===== config.mk =====
export PLATFORM = sky130hd
export DESIGN_NAME = cnt_m_ctl
export DESIGN_NICKNAME = d
export VERILOG_FILES = /design/src/rtl/cnt_m_ctl.sv
export SDC_FILE = /design/constraint.sdc
export NUM_CORES = 1
export LEC_CHECK = 0
export BUFFER_PORTS_ARGS = -buffer_cell sky130_fd_sc_hd__buf_4
export CORE_UTILIZATION = 35
export CTS_CLUSTER_SIZE = 24
export DETAILED_ROUTE_END_ITERATION = 10
export PLACE_DENSITY_LB_ADDON = 0.15
export SLEW_MARGIN = 20
export SYNTH_ARGS = -nofsm -noshare
export SYNTH_HDL_FRONTEND = slang
export SYNTH_SLANG_ARGS = --single-unit
export TNS_END_PERCENT = 50

===== constraint.sdc =====
create_clock -name sys_clk -period 8.1 [get_ports sys_clk]
set_input_delay 0.81 -clock sys_clk [delete_from_list [all_inputs] [get_ports sys_clk]]
set_output_delay 0.81 -clock sys_clk [all_outputs]
set_load 0.02 [all_outputs]

===== src/rtl/cnt_m_ctl.sv =====
// cnt_m_ctl: modulo counter with run-control state machine.
//
// Counts from a start value toward a terminal value under a run-time
// modulus. It supports up/down counting, wrap or one-shot operation,
// synchronous load and clear, and a registered terminal pulse.
//
// Parameters:
//   width - counter and modulus bit width (>= 2)
//   model - default modulus used when mod_val == 0 (1 .. 2**width)
//
// Ports:
//   sys_clk    in   clock, all logic on the rising edge
//   sys_rst_n  in   synchronous active-low reset
//   start      in   arm/restart: cnt <= start value, enter RUN
//   clear      in   cnt <= 0, enter IDLE
//   en         in   count enable (RUN only)
//   dir        in   0 = up, 1 = down
//   one_shot   in   0 = wrap at terminal, 1 = stop in DONE
//   load       in   cnt <= load_val, saturated to M-1
//   load_val   in   value for load
//   mod_val    in   run-time modulus, 0 selects model
//   cnt        out  current count (registered)
//   ovf        out  one-cycle pulse after a terminal step
//   busy       out  state == RUN (registered)
//   done       out  state == DONE (registered)
module cnt_m_ctl #(
  parameter int width = 8,
  parameter int model = 16
) (
  input  logic             sys_clk,
  input  logic             sys_rst_n,
  input  logic             start,
  input  logic             clear,
  input  logic             en,
  input  logic             dir,
  input  logic             one_shot,
  input  logic             load,
  input  logic [width-1:0] load_val,
  input  logic [width-1:0] mod_val,
  output logic [width-1:0] cnt,
  output logic             ovf,
  output logic             busy,
  output logic             done
);

  generate
    if (width < 2) begin : g_bad_width
      $error("cnt_m_ctl: width must be at least 2");
    end
    if (model < 1 || model > (2 ** width)) begin : g_bad_model
      $error("cnt_m_ctl: model must lie in 1 .. 2**width");
    end
  endgenerate

  typedef enum logic [1:0] {
    IDLE = 2'd0,
    RUN  = 2'd1,
    DONE = 2'd2
  } state_t;

  // The modulus can equal 2**width, so it is carried one bit wider.
  localparam logic [width:0]   MODEL_W = (width + 1)'(model);
  localparam logic [width-1:0] ONE     = width'(1);

  state_t             state_q, state_d;
  logic [width-1:0]   cnt_q, cnt_d;
  logic               ovf_q, ovf_d;
  logic               busy_q, done_q;

  logic [width:0]     mod_eff;
  logic [width-1:0]   mod_m1;
  logic [width-1:0]   start_v;
  logic [width-1:0]   term_v;
  logic [width-1:0]   load_sat;
  logic               cnt_oor;

  assign mod_eff  = (mod_val == '0) ? MODEL_W : {1'b0, mod_val};
  // M-1 in width bits: for M == 2**width the low bits are zero and the
  // subtraction wraps to all ones, which is the correct M-1.
  assign mod_m1   = mod_eff[width-1:0] - ONE;
  assign start_v  = dir ? mod_m1 : '0;
  assign term_v   = dir ? '0 : mod_m1;
  assign load_sat = ({1'b0, load_val} >= mod_eff) ? mod_m1 : load_val;
  // Only reachable after mod_val shrinks below the current count.
  assign cnt_oor  = ({1'b0, cnt_q} >= mod_eff);

  always_comb begin
    cnt_d   = cnt_q;
    state_d = state_q;
    ovf_d   = 1'b0;
    if (clear) begin
      cnt_d   = '0;
      state_d = IDLE;
    end else if (start) begin
      cnt_d   = start_v;
      state_d = RUN;
    end else if (load) begin
      cnt_d   = load_sat;
    end else if (state_q == RUN && en) begin
      if (cnt_q == term_v) begin
        ovf_d = 1'b1;
        if (one_shot) begin
          state_d = DONE;
        end else begin
          cnt_d = start_v;
        end
      end else if (cnt_oor) begin
        cnt_d = start_v;
      end else if (dir) begin
        cnt_d = cnt_q - ONE;
      end else begin
        cnt_d = cnt_q + ONE;
      end
    end
  end

  always_ff @(posedge sys_clk) begin
    if (!sys_rst_n) begin
      state_q <= IDLE;
      cnt_q   <= '0;
      ovf_q   <= 1'b0;
      busy_q  <= 1'b0;
      done_q  <= 1'b0;
    end else begin
      state_q <= state_d;
      cnt_q   <= cnt_d;
      ovf_q   <= ovf_d;
      busy_q  <= (state_d == RUN);
      done_q  <= (state_d == DONE);
    end
  end

  assign cnt  = cnt_q;
  assign ovf  = ovf_q;
  assign busy = busy_q;
  assign done = done_q;

endmodule

======== Yosys cells after proc, flatten, opt, wreduce, memory -nomap -nowiden ========
Cells that the tools add are included.
word-level totals
  register bits after elaboration ......... 13
  input bits .............................. 24
  output and inout bits ................... 11
  logic and storage cells ................. 41
cells by class
  add/sub/neg operators ................... 3
  order comparisons ....................... 2
  equality and inequality tests ........... 5
  mux-type cells .......................... 18
  bitwise gates (word level) .............. 2
  reduce and logical (&&, ||, !) cells .... 6
operators with widths
  cell                                                                 count
  8-bit two-way mux                                                    11
  8-bit greater-or-equal comparator                                    2
  8-bit by 1-bit subtractor with 8-bit output (second input constant)  2
  2-bit two-way mux                                                    6
  8-bit by 1-bit adder with 8-bit output (second input constant)       1
  8-bit == test                                                        1
  8-bit logical NOT                                                    1
  5-bit OR reduction                                                   1
  2-bit by 1-bit == test with 1-bit output (second input constant)     2
  4-bit != test (second input constant)                                1
  3-bit nonzero test                                                   1
  2-bit == test (second input constant)                                1
  1-bit NOT                                                            2
  2-bit AND reduction                                                  1
  2-bit OR reduction                                                   1
  1-bit logical AND                                                    1
  1-bit two-way mux                                                    1

======== Logic depth before layout (Yosys ltp) ========
  depth in word-level cells ............... 11
  mapped depth ............................ 17
  mapped depth without buffers ............ 16

======== Worst setup path after synthesis ========
Ideal clock, no wire load.
  path kind ............................... input to register
  from .................................... input mod_val[1]
  to ...................................... register cnt_q[1], in the netlist cnt[1]
  setup time .............................. 0.130 ns
  data arrival time ....................... 3.352 ns
  required time ........................... 7.970 ns
  setup slack ............................. 4.618 ns
  stages on the path ...................... 16
  buffers on the path ..................... 1
  cells stage by stage .................... inv_1 ha_1 nor3b_2 nand2_1 nand2_1 inv_1 ha_1 nand2b_1 a21o_1 a21o_1 a21o_1 a31oi_1 o221ai_4 buf_6 a31oi_1 o211ai_1
on the way
  word-level cells in the longest chain between the ends .. 9
  elaborated cells between the ends (all ways) .. 17
  those cells by class .................... add/sub (1); order compare (2); eq/ne (2); mux (10); reduce/logical (2)
RTL lines
  element                                      RTL line  source
  from (decl)                                  39        input logic [width-1:0] mod_val,
  8-bit logical NOT                            77        assign mod_eff = (mod_val == '0) ? MODEL_W : {1'b0, mod_val};
  8-bit two-way mux *                          77
  8-bit by 1-bit subtractor with 8-bit output  80        assign mod_m1 = mod_eff[width-1:0] - ONE;
  8-bit two-way mux (on tied branches)         82, 81
  8-bit == test, or another cell as far along  100       if (cnt_q == term_v) begin
  8-bit two-way mux                            100
  8-bit two-way mux                            99        end else if (state_q == RUN && en) begin
  8-bit two-way mux                            97        end else if (load) begin
  8-bit two-way mux                            94        end else if (start) begin
  to (signal assigned)                         126       cnt_q <= cnt_d;
  to (decl)                                    66        logic [width-1:0] cnt_q, cnt_d;
Mark *: on every way between the ends. The rest lies on a longest branch, timed or not. The select of a mux whose other input is x is not followed.
A chain may end at the register's enable or synchronous reset.

======== Worst setup path in the final report ========
  from .................................... input mod_val[1]
  to ...................................... register cnt_q[7], in the netlist cnt[7]
The elaborated chain is that of the path after synthesis.

==> results.txt <==
----------------------------------------------------
[Timing]
  Worst slew margin ... between 50% and 60%
  Achievable clock frequency ... about 260 MHz
  Actual slew at the worst max-slew pin ... roughly 0.63 ns
  Slew Limit Fails ... 0
  Min Clock Period, post-route ... 3.84 ns
  Final critical-path share of the clock period ... 47.4%
  Setup Skew ... approximately 0.0020 ns
  Setup repair after global routing missed its margin ... no
  Aggregate negative setup slack ... 0 ns
  Fin. Hold Viols ... 0
  Final setup violation count ... 0

[Clock tree]
  Hold buffers post-CTS ... 0
  Quantity of gates resized following cts ... 0
  Number of buffers inserted during clock tree synthesis ... 3
  Clk_lat worst skew ... 0.24 ns
  Clock tree from TritonCTS ... yes
  Post-CTS setup buffers ... 0
  CTS H-tree depth ... 1
  Max Buffers Root-to-Sink ... 2
  Clock-pin slew reported for the worst setup and hold paths after clock tree synthesis ... 0.06 ns
  Number of sinks driven by the clock tree ... 13
  CTS Root Buffer Type ... clkbuf_8

[Drt]
  Number of nets with antenna violations after detailed routing ... 0
  Number of vias after detailed routing ... 1842
  Number of iterations in the first detailed-routing pass ... 6
  WL/cell ... 14.3 µm
  Total Wirelength ... 4830 µm
  Post-route DRC ... 0
  Avg Vias per Cell ... between 5 and 6
  First DRT Iteration DRCs ... 113

[Synth]
  Count leader, synth ... nor2_1
  Flop and latch count out of synthesis ... 13
  Netlist area before placement ... 0.00186 mm²
  Fraction of post-synthesis cell area in the top cell type by area ... about 15%
  Synth Net Count ... 287
  Syn avg cell area ... 7.80 µm²
  Seq/Total Area, Yosys ... between 10% and 20%
  Largest cells by area after synthesis ... ha_1 (15%), dfxtp_1 (14%), nor2_1 (5.0%)
  Cell count after synthesis ... 239
  Top cells by count, synth ... nor2_1 (25), ha_1 (23), inv_1 (18), a21oi_1 (15)
  EDFF count, synth ... 0
  Post-synthesis cell type with the largest combined area ... ha_1
  Fraction of synthesis flops using an asynchronous set or reset pin ... 0%
  Unique masters post-synth ... 57
  Main flop type after synthesis ... dfxtp_1
  Warnings from Yosys ... 0

[Setup path]
  Worst-path fanout max ... 8
  Kind of start point of the critical path ... input port
  Capture instance of the worst register-to-register path ... cnt[7]
  Minimum setup slack among reg-to-reg paths ... 5.52 ns
  Peak per-stage delay on the critical path ... 0.55 ns
  Cell-by-cell listing of the critical path ... buf_4 -> inv_1 -> ha_1 -> nor3b_2 -> a21oi_1 -> ha_1 -> a2111oi_0 -> nand2b_1 -> a21oi_1 -> nor2_1 -> a31oi_1 -> nor2_1 -> a221oi_1 -> o21ai_1
  Worst EP required ... 8.22 ns
  Critical path capture point type ... register
  Class of the most critical setup path ... input port to register
  Critical R2R Launch ... cnt[0]
  Library cell contributing the largest single delay on the critical path ... a2111oi_0
  Worst Reg2Reg Path Length in Cells ... 11
  Data arrival at the endpoint of the critical path ... 3.96 ns

[Global routing]
  Leftover overflow at the end of global routing ... 0
  Pin count of the biggest net entering global routing ... 25
  GR met3 Demand/Resource ... under 10%
  Wire length of the first global-routing pass ... 7740 µm
  Vias in the first global route ... 1614
  Global Route Usage Sum ... 18.0%
  Global routing met2 resource utilization ... between 20% and 30%
  Busiest grt layer ... met2
  Initial antenna violation count ... 0
  Met1 Usage GRT ... 25.4%

[Pwr]
  Power per Cell Area ... 105 mW/mm²
  Maximum VDD drop ... 0.0359 mV
  Static leakage power ... 0.951 nW

[Cells and area]
  Utilization of the core after routing ... 43.0%
  Number of nets in the layout ... ~320
  Ant diodes ... 0
  Share of post-route cells with drive strength above 1 ... 19.0%
  Area grow syn2layout ... 17.8%

[Floorplan]
  Total number of placement rows ... 26
  I/O pins ... 35
  Floorplan Core Area ... 0.00511 mm²
  Die ar. ... 0.00562 mm²
  Vertical die dimension ... 75.0 µm
  Initial standard-cell utilization of the core ... 36.5%
  Chip width ... 75.0 µm

[Min path]
  Endpoint, Worst Hold ... state_q[1]
  Worst hold path type ... register to register
  Source of the worst hold timing path ... state_q[1]
  Cell count of the worst hold path ... 2

[Placement]
  Number of buffer cells added on primary ports ... 34
  Detailed-placement wirelength estimate ... 3990 µm
  Weighted congestion reported at the end of routability-driven placement ... between 0.8 and 0.9

[Flow run]
  Number of max-cap violations ... 0

[Status]
  Status ... finished clean

----------------------------------------------------
==> critical path, delay by kind of cell <==
family	cells	cell delay, ns
AO/OA/AOI/OAI	6	1.64
adder cells (fa/ha/maj)	2	0.49
buffers and inverters	2	0.23
AND/OR/NAND/NOR	4	0.78
==> stage by stage <==
step	area (µm²)	power (mW)	instances	setup slack [ns]	hold WS, ns
4_1_cts	2190	0.231	339	4.30	0.474
3_3_place_gp	2150	0.172	335	4.11	0.461
6_report	2190	0.229	339	4.26	0.476
5_1_grt	2190	0.250	339	3.90	0.511
2_1_floorplan	1860	0.143	239	4.62	0.440
3_5_place_dp	2150	0.173	335	4.05	0.464
==> cells in the final DEF, fill, tap and decap left out, types with 3 or more instances in the layout <==
cell,netlist,final
nor3_1,5,5
a211oi_1,3,3
inv_1,18,18
clkbuf_8,0,3
a21o_1,8,8
dfxtp_1,13,13
mux2i_1,3,3
o21ai_1,6,6
a21oi_1,15,15
o21bai_1,3,3
buf_4,0,34
nor2b_1,7,7
o21ai_0,10,10
nand2_1,13,13
nand2b_1,7,7
nor2_1,25,25
a31oi_1,9,9
and3_1,4,4
o211ai_1,3,3
ha_1,23,23
xnor2_1,5,5
a22oi_1,3,3
a221oi_1,4,4
xor2_1,3,3
nand3_1,4,4
==> cell type report <==
cell class	count	area, µm²
flip-flops and latches	13	260
clock buffers	4	45.0
well taps	70	87.6
repair buffers	34	255
fillers	558	2910
inverters	19	71.3
multi-input cells	199	1480
==> per-layer routing <==
layer / vias to the layer above / share of wire [%]
met2: 62 / 46
met4: 0 / 0.52
met1: 816 / 48
met5: - / 0
met3: 2 / 5.3
li1: 962 / -
==> flip-flops by register name, summed over array words and instances, names as in the netlist <==
| signal | count |
|---|---|
| done | 1 |
| busy | 1 |
| state_q | 2 |
| cnt | 8 |
| ovf | 1 |
==> where the power goes <==
group / internal, mW / switching, mW / leakage, nW
clock network: 0.0347 / 0.0234 / 0.0228
logic: 0.0441 / 0.0563 / 0.822
registers: 0.0664 / 0.00433 / 0.106
total: 0.145 / 0.0840 / 0.951
==> logic make-up after synthesis <==
family / share of synthesized area, %
fa+ha+maj: 16.5
flops: 14.0
mux: 2.22
simple gates: 24.4
compound gates: 32.3
xor+xnor: 3.76
buf+inv: 6.85
==> worst max-delay path by stage <==
stage,startpoint,end,slack (ns)
finish,mod_val[1],cnt[7],4.26
global route,mod_val[1],cnt[7],3.90
CTS,mod_val[1],cnt[7],4.30
detailed placement,mod_val[1],cnt[7],4.05
global placement,mod_val[1],cnt[7],4.11
floorplan,mod_val[1],cnt[1],4.62
Note: power is estimated with default switching activity, not from simulation.
